File: src/rtl/multdiv_sequencer_pkg.sv
// Shared state encoding and rstatus constants for the mul/div sequencer.
package multdiv_sequencer_pkg;

    typedef enum logic [1:0] {
        IDLE  = 2'd0,
        START = 2'd1,
        BUSY  = 2'd2,
        DONE  = 2'd3
    } state_t;

    localparam logic [4:0] RSTATUS_REG  = 5'd30;
    localparam logic [7:0] MUL_EXC_CODE = 8'd4;
    localparam logic [7:0] DIV_EXC_CODE = 8'd5;

    function automatic logic [7:0] exc_code(input logic is_div);
        return is_div ? DIV_EXC_CODE : MUL_EXC_CODE;
    endfunction

endpackage

File: src/rtl/multdiv_sequencer_timeout.sv
// Cycle counter that flags when the multdiv unit has been busy for LIMIT cycles.
module md_timeout_counter #(
    parameter int LIMIT = 40
) (
    input  logic clock,
    input  logic reset,
    input  logic i_clear,
    input  logic i_enable,
    output logic o_expired
);

    localparam int CW = (LIMIT > 2) ? $clog2(LIMIT) : 1;
    localparam logic [CW-1:0] LAST = CW'(LIMIT - 1);

    logic [CW-1:0] r_count;

    // Saturates on the last count so a stuck enable can never wrap around.
    always_ff @(posedge clock or negedge reset) begin
        if (!reset) begin
            r_count <= '0;
        end else if (i_clear) begin
            r_count <= '0;
        end else if (i_enable && !o_expired) begin
            r_count <= r_count + 1'b1;
        end
    end

    assign o_expired = (r_count == LAST);

endmodule

File: src/rtl/multdiv_sequencer.sv
// Sequences one mul/div through the shared iterative unit, stalling the pipeline
// and converting unit errors or timeouts into an rstatus write.
module multdiv_sequencer
    import multdiv_sequencer_pkg::*;
#(
    parameter int TIMEOUT_CYCLES = 40,
    parameter int DATA_W         = 32
) (
    input  logic              clock,
    input  logic              reset,
    input  logic              issue_valid,
    input  logic              issue_is_div,
    input  logic [DATA_W-1:0] issue_a,
    input  logic [DATA_W-1:0] issue_b,
    input  logic [4:0]        issue_rd,
    input  logic              flush,
    output logic              md_start_mult,
    output logic              md_start_div,
    output logic [DATA_W-1:0] md_a,
    output logic [DATA_W-1:0] md_b,
    input  logic [DATA_W-1:0] md_result,
    input  logic              md_exception,
    input  logic              md_ready,
    output logic              stall,
    output logic              result_valid,
    output logic [DATA_W-1:0] result_data,
    output logic [4:0]        result_rd,
    output logic              result_exception
);

    state_t     r_state;
    logic       r_is_div;
    logic [4:0] r_rd;

    logic w_accept;
    logic w_expired;
    logic w_finish;
    logic w_take_exc;

    md_timeout_counter #(
        .LIMIT(TIMEOUT_CYCLES)
    ) u_timeout (
        .clock    (clock),
        .reset    (reset),
        .i_clear  (r_state == START),
        .i_enable (r_state == BUSY),
        .o_expired(w_expired)
    );

    assign w_accept   = (r_state == IDLE) && issue_valid && !flush;
    assign w_finish   = !flush && (md_ready || w_expired);
    assign w_take_exc = md_ready ? md_exception : 1'b1;

    // Stall and start decode straight from state so they react to flush in the same cycle;
    // gating with reset keeps every output low while reset is held.
    always_comb begin
        stall         = 1'b0;
        md_start_mult = 1'b0;
        md_start_div  = 1'b0;
        if (reset) begin
            case (r_state)
                IDLE: stall = issue_valid && !flush;
                START: begin
                    stall         = !flush;
                    md_start_mult = !r_is_div && !flush;
                    md_start_div  = r_is_div && !flush;
                end
                BUSY:    stall = !flush;
                default: stall = 1'b0;
            endcase
        end
    end

    always_ff @(posedge clock or negedge reset) begin
        if (!reset) begin
            r_state          <= IDLE;
            r_is_div         <= 1'b0;
            r_rd             <= '0;
            md_a             <= '0;
            md_b             <= '0;
            result_valid     <= 1'b0;
            result_data      <= '0;
            result_rd        <= '0;
            result_exception <= 1'b0;
        end else begin
            result_valid     <= 1'b0;
            result_data      <= '0;
            result_rd        <= '0;
            result_exception <= 1'b0;
            case (r_state)
                IDLE: begin
                    if (w_accept) begin
                        md_a     <= issue_a;
                        md_b     <= issue_b;
                        r_is_div <= issue_is_div;
                        r_rd     <= issue_rd;
                        r_state  <= START;
                    end
                end
                START: begin
                    r_state <= flush ? IDLE : BUSY;
                end
                BUSY: begin
                    // A real md_ready takes priority over the timeout when both land together.
                    if (flush) begin
                        r_state <= IDLE;
                    end else if (w_finish) begin
                        r_state          <= DONE;
                        result_valid     <= 1'b1;
                        result_exception <= w_take_exc;
                        result_rd        <= w_take_exc ? RSTATUS_REG : r_rd;
                        result_data      <= w_take_exc ? DATA_W'(exc_code(r_is_div)) : md_result;
                    end
                end
                DONE: begin
                    r_state <= IDLE;
                end
                default: r_state <= IDLE;
            endcase
        end
    end

endmodule

File: config.mk
export PLATFORM = sky130hd
export DESIGN_NAME = multdiv_sequencer
export DESIGN_NICKNAME = d
export VERILOG_FILES = /design/src/rtl/multdiv_sequencer_pkg.sv /design/src/rtl/multdiv_sequencer_timeout.sv /design/src/rtl/multdiv_sequencer.sv
export SDC_FILE = /design/constraint.sdc
export NUM_CORES = 1
export LEC_CHECK = 0
export CAP_MARGIN = 30
export CORE_UTILIZATION = 46
export CTS_BUF_LIST = sky130_fd_sc_hd__clkbuf_4 sky130_fd_sc_hd__clkbuf_8
export CTS_CLUSTER_DIAMETER = 50
export DETAILED_ROUTE_END_ITERATION = 10
export PLACE_DENSITY = 0.87
export SLEW_MARGIN = 20
export SYNTH_ARGS = -nofsm -noshare
export SYNTH_HDL_FRONTEND = slang
export SYNTH_SLANG_ARGS = --single-unit
File: constraint.sdc
create_clock -name clock -period 2.7 [get_ports clock]
set_input_delay 0.54 -clock clock [delete_from_list [all_inputs] [get_ports clock]]
set_output_delay 0.54 -clock clock [all_outputs]
set_load 0.005 [all_outputs]
==> reports/qor.txt <==
Status - finished clean
CTS Root Cell - clkbuf_8
Core area - 0.00991 mm²
Met2 Usage GRT - 35.7%
R2r setup slk - 720 ps
CP endpoint - md_start_div
WP depth - 4
GRT Overall Usage - 21.7%
Clock slew at reported path FFs - 80 ps
GR Util met1 - 26.1%
Least-Margin Pin Slew - 893 ps
Via count - 3153
Post-synth EDFFs - 0
Hold_buf cts - 0
Clock period minus worst slack - 2570 ps
CP Buf/Inv Count - 2
Final hold vios - 0
Maxcap violations - 0
I/O pins - 214
Nets - 632
Commonest cells in the netlist - dfrtp_1 (117), mux2_4 (70), and2_1 (31), nor2_1 (10)
Max Slew Vio Count - 0
Largest net degree at the start of global routing - 69
Total grt overflow - 0
Synthesized area - 0.00478 mm²
CP Class - register to output pin
Placed cell area - 0.00697 mm²
Static Leak - 3.40 nW
Fill cell count - 644
Crit-path leading delay family - buffers and inverters
Synth Flop Type - dfrtp_1
IO buf count - 213
Critical path data arrival time - 2030 ps
RR Endpoint - result_data[30]$_DFF_PN0_
Ys async rst share - 100%
Max IR drop VDD - 0.428 mV
GR Layer Usage met3 - 7.27%
CP startpoint kind - register
Netlist cell types - 37
Largest area contributor in the synthesized netlist - dfrtp_1
Crit path launch - r_state[1]$_DFFE_PN0P_
Vias per cell - 4.74
Clock latency on the worst-skew pair - 420 ps
DIE HEIGHT - 104 µm
Clk buf depth - 2
Fin util - 74.0%
Slowest-stage cell, CP - clkdlybuf4s50_1
Antenna viol nets, final - 0
Ys Warns - 0
Layout cells sized above 1 - 22.2%
WL/cell - 16.8 µm
Rows - 36
Avg Cell Area, Syn - 16.2 µm²
Die X - 104 µm
Die ar. - 0.0108 mm²
Seq cells post-synth - 117
R2R cell count - 5
Period utilisation layout - 95.3%
Area added between synthesis and finish - 53.2%
Syn nets - 408
Max Fanout on Critical Path - 10
Cells along the critical path - inv_1, ha_1, and3_1, clkdlybuf4s50_1
Drt pass-1 iters - 4
H-tree levels - 4
1st-iter DRT viols - 83
Register area - 0.00293 mm²
Multi-input gate area - 0.00166 mm²
HPWL after DPL - 8050 µm
Synth top area share - 61.2%
Initial antenna violation count - 0
RSZ-0062 raised after global routing - yes
Peak Freq - 0.389 GHz
CTS tree - built
Slew HR - 40.4%
Hold Path Class - input pin to async pin
Slowest cell delay on critical path - 500 ps
# diodes - 0
Final Skew - 14.9 ps
Seq/Total Area, Yosys - 61.2%
Final Instance Area - 0.00733 mm²
Post-Synthesis Cells - 295
Initial Utilization - 48.3%
Most frequent cell after synthesis - dfrtp_1
Reg-to-reg startpoint - r_state[0]$_DFFE_PN0P_
Global-route wire length before repair - 18000 µm
Final setup violation count - 0
Final wirelength - 11200 µm
# clock sinks - 117
WP data required - 2160 ps
CTS buffer count - 17
CP Capture Type - output pin
Drc violations - 0
Dominant cells by area after synthesis - dfrtp_1 (61%), mux2_4 (22%), and2_1 (4.1%)
Most Used Layer, Global Route - met2
GP Congestion - 0.808
Number of global-route vias before repair - 3439
PwrDens - 924 mW/mm²
## report_power, final
| part | internal, mW | switching, mW |
|---|---|---|
| combinational | 1.91 | 0.775 |
| sequential | 2.34 | 0.342 |
| clock | 0.743 | 0.668 |
| total | 4.99 | 1.79 |
## cell families after synthesis
logic type	after synthesis	synth area share, %
flip-flops	117	61.2
AND/OR/NAND/NOR	68	8.26
multiplexers	73	22.6
adder cells (fa/ha/maj)	5	1.31
XOR/XNOR	1	0.183
buffers and inverters	18	4.08
AO/OA/AOI/OAI	13	2.35
## per-stage QoR
stage	TNS (ps)	power [mW]	worst slack [ps]	hold WS [ps]	cells
after floorplan	0	4.00	1100	244	295
after global placement	0	5.30	283	461	633
after CTS	0	6.83	78.1	225	665
after global routing	-15.9	7.12	-8.01	253	665
after detailed placement	0	5.39	254	469	633
final	0	6.77	127	225	665
## routing by layer
layer,part of all wire (%),vias up
li1,-,1454
met1,41,1547
met2,51,131
met3,5.7,21
met4,2.3,0
met5,0,-
## worst min-delay path by stage
| stage | endpoint | cells after the start | startpoint |
|---|---|---|---|
| 6_report | md_a[11]$_DFFE_PN0P_ | 2 | reset |
| 5_1_grt | md_a[9]$_DFFE_PN0P_ | 2 | reset |
| 4_1_cts | md_a[9]$_DFFE_PN0P_ | 2 | reset |
| 3_5_place_dp | result_rd[0]$_DFF_PN0_ | 1 | r_rd[0]$_DFFE_PN0P_ |
| 3_3_place_gp | result_rd[0]$_DFF_PN0_ | 1 | r_rd[0]$_DFFE_PN0P_ |
| 2_1_floorplan | md_a[0]$_DFFE_PN0P_ | 0 | reset |
## cell usage in the layout, fill, tap and decap left out, types with 3 or more instances in the layout
cell type,Yosys,layout
nor2_1,10,10
nand3_1,3,3
clkbuf_8,0,20
inv_1,4,3
clkinvlp_4,0,3
nand2_1,3,3
a21oi_1,3,3
ha_1,5,4
mux2_4,70,70
dfrtp_1,117,117
buf_4,0,5
and2_1,31,31
clkbuf_4,0,4
clkinv_2,0,4
nor3_1,7,7
clkdlybuf4s50_1,0,212
## sequential cells by signal (all words and copies together), names as in the netlist
name,count
md_a,32
md_b,32
result_data,32
u_timeout.r_count,6
r_rd,5
result_rd,5
r_state,2
r_is_div,1
result_exception,1
result_valid,1
## repair_timing
action | CTS | global route
gates resized for setup | 0 | 2
endpoints found under the setup margin | 0 | 3
setup buffers | 0 | 0
## area by class of cell
cell class                      instances  share of cell area [%]
Sequential cell                       117                    39.9
Timing Repair Buffer                  219                    30.0
Multi-Input combinational cell        160                    22.7
Clock buffer                           24                    4.17
Tap cell                              133                    2.27
Clock inverter                          8                   0.700
Inverter                                4                   0.205
## worst reg2reg max path: stages (launching register included)
cell      delay (ps)
dfrtp_1          420
inv_2            110
ha_1             300
nand2b_1         130
nor2_2           710
and2_1           250
Power figures use the tool's default switching activity.
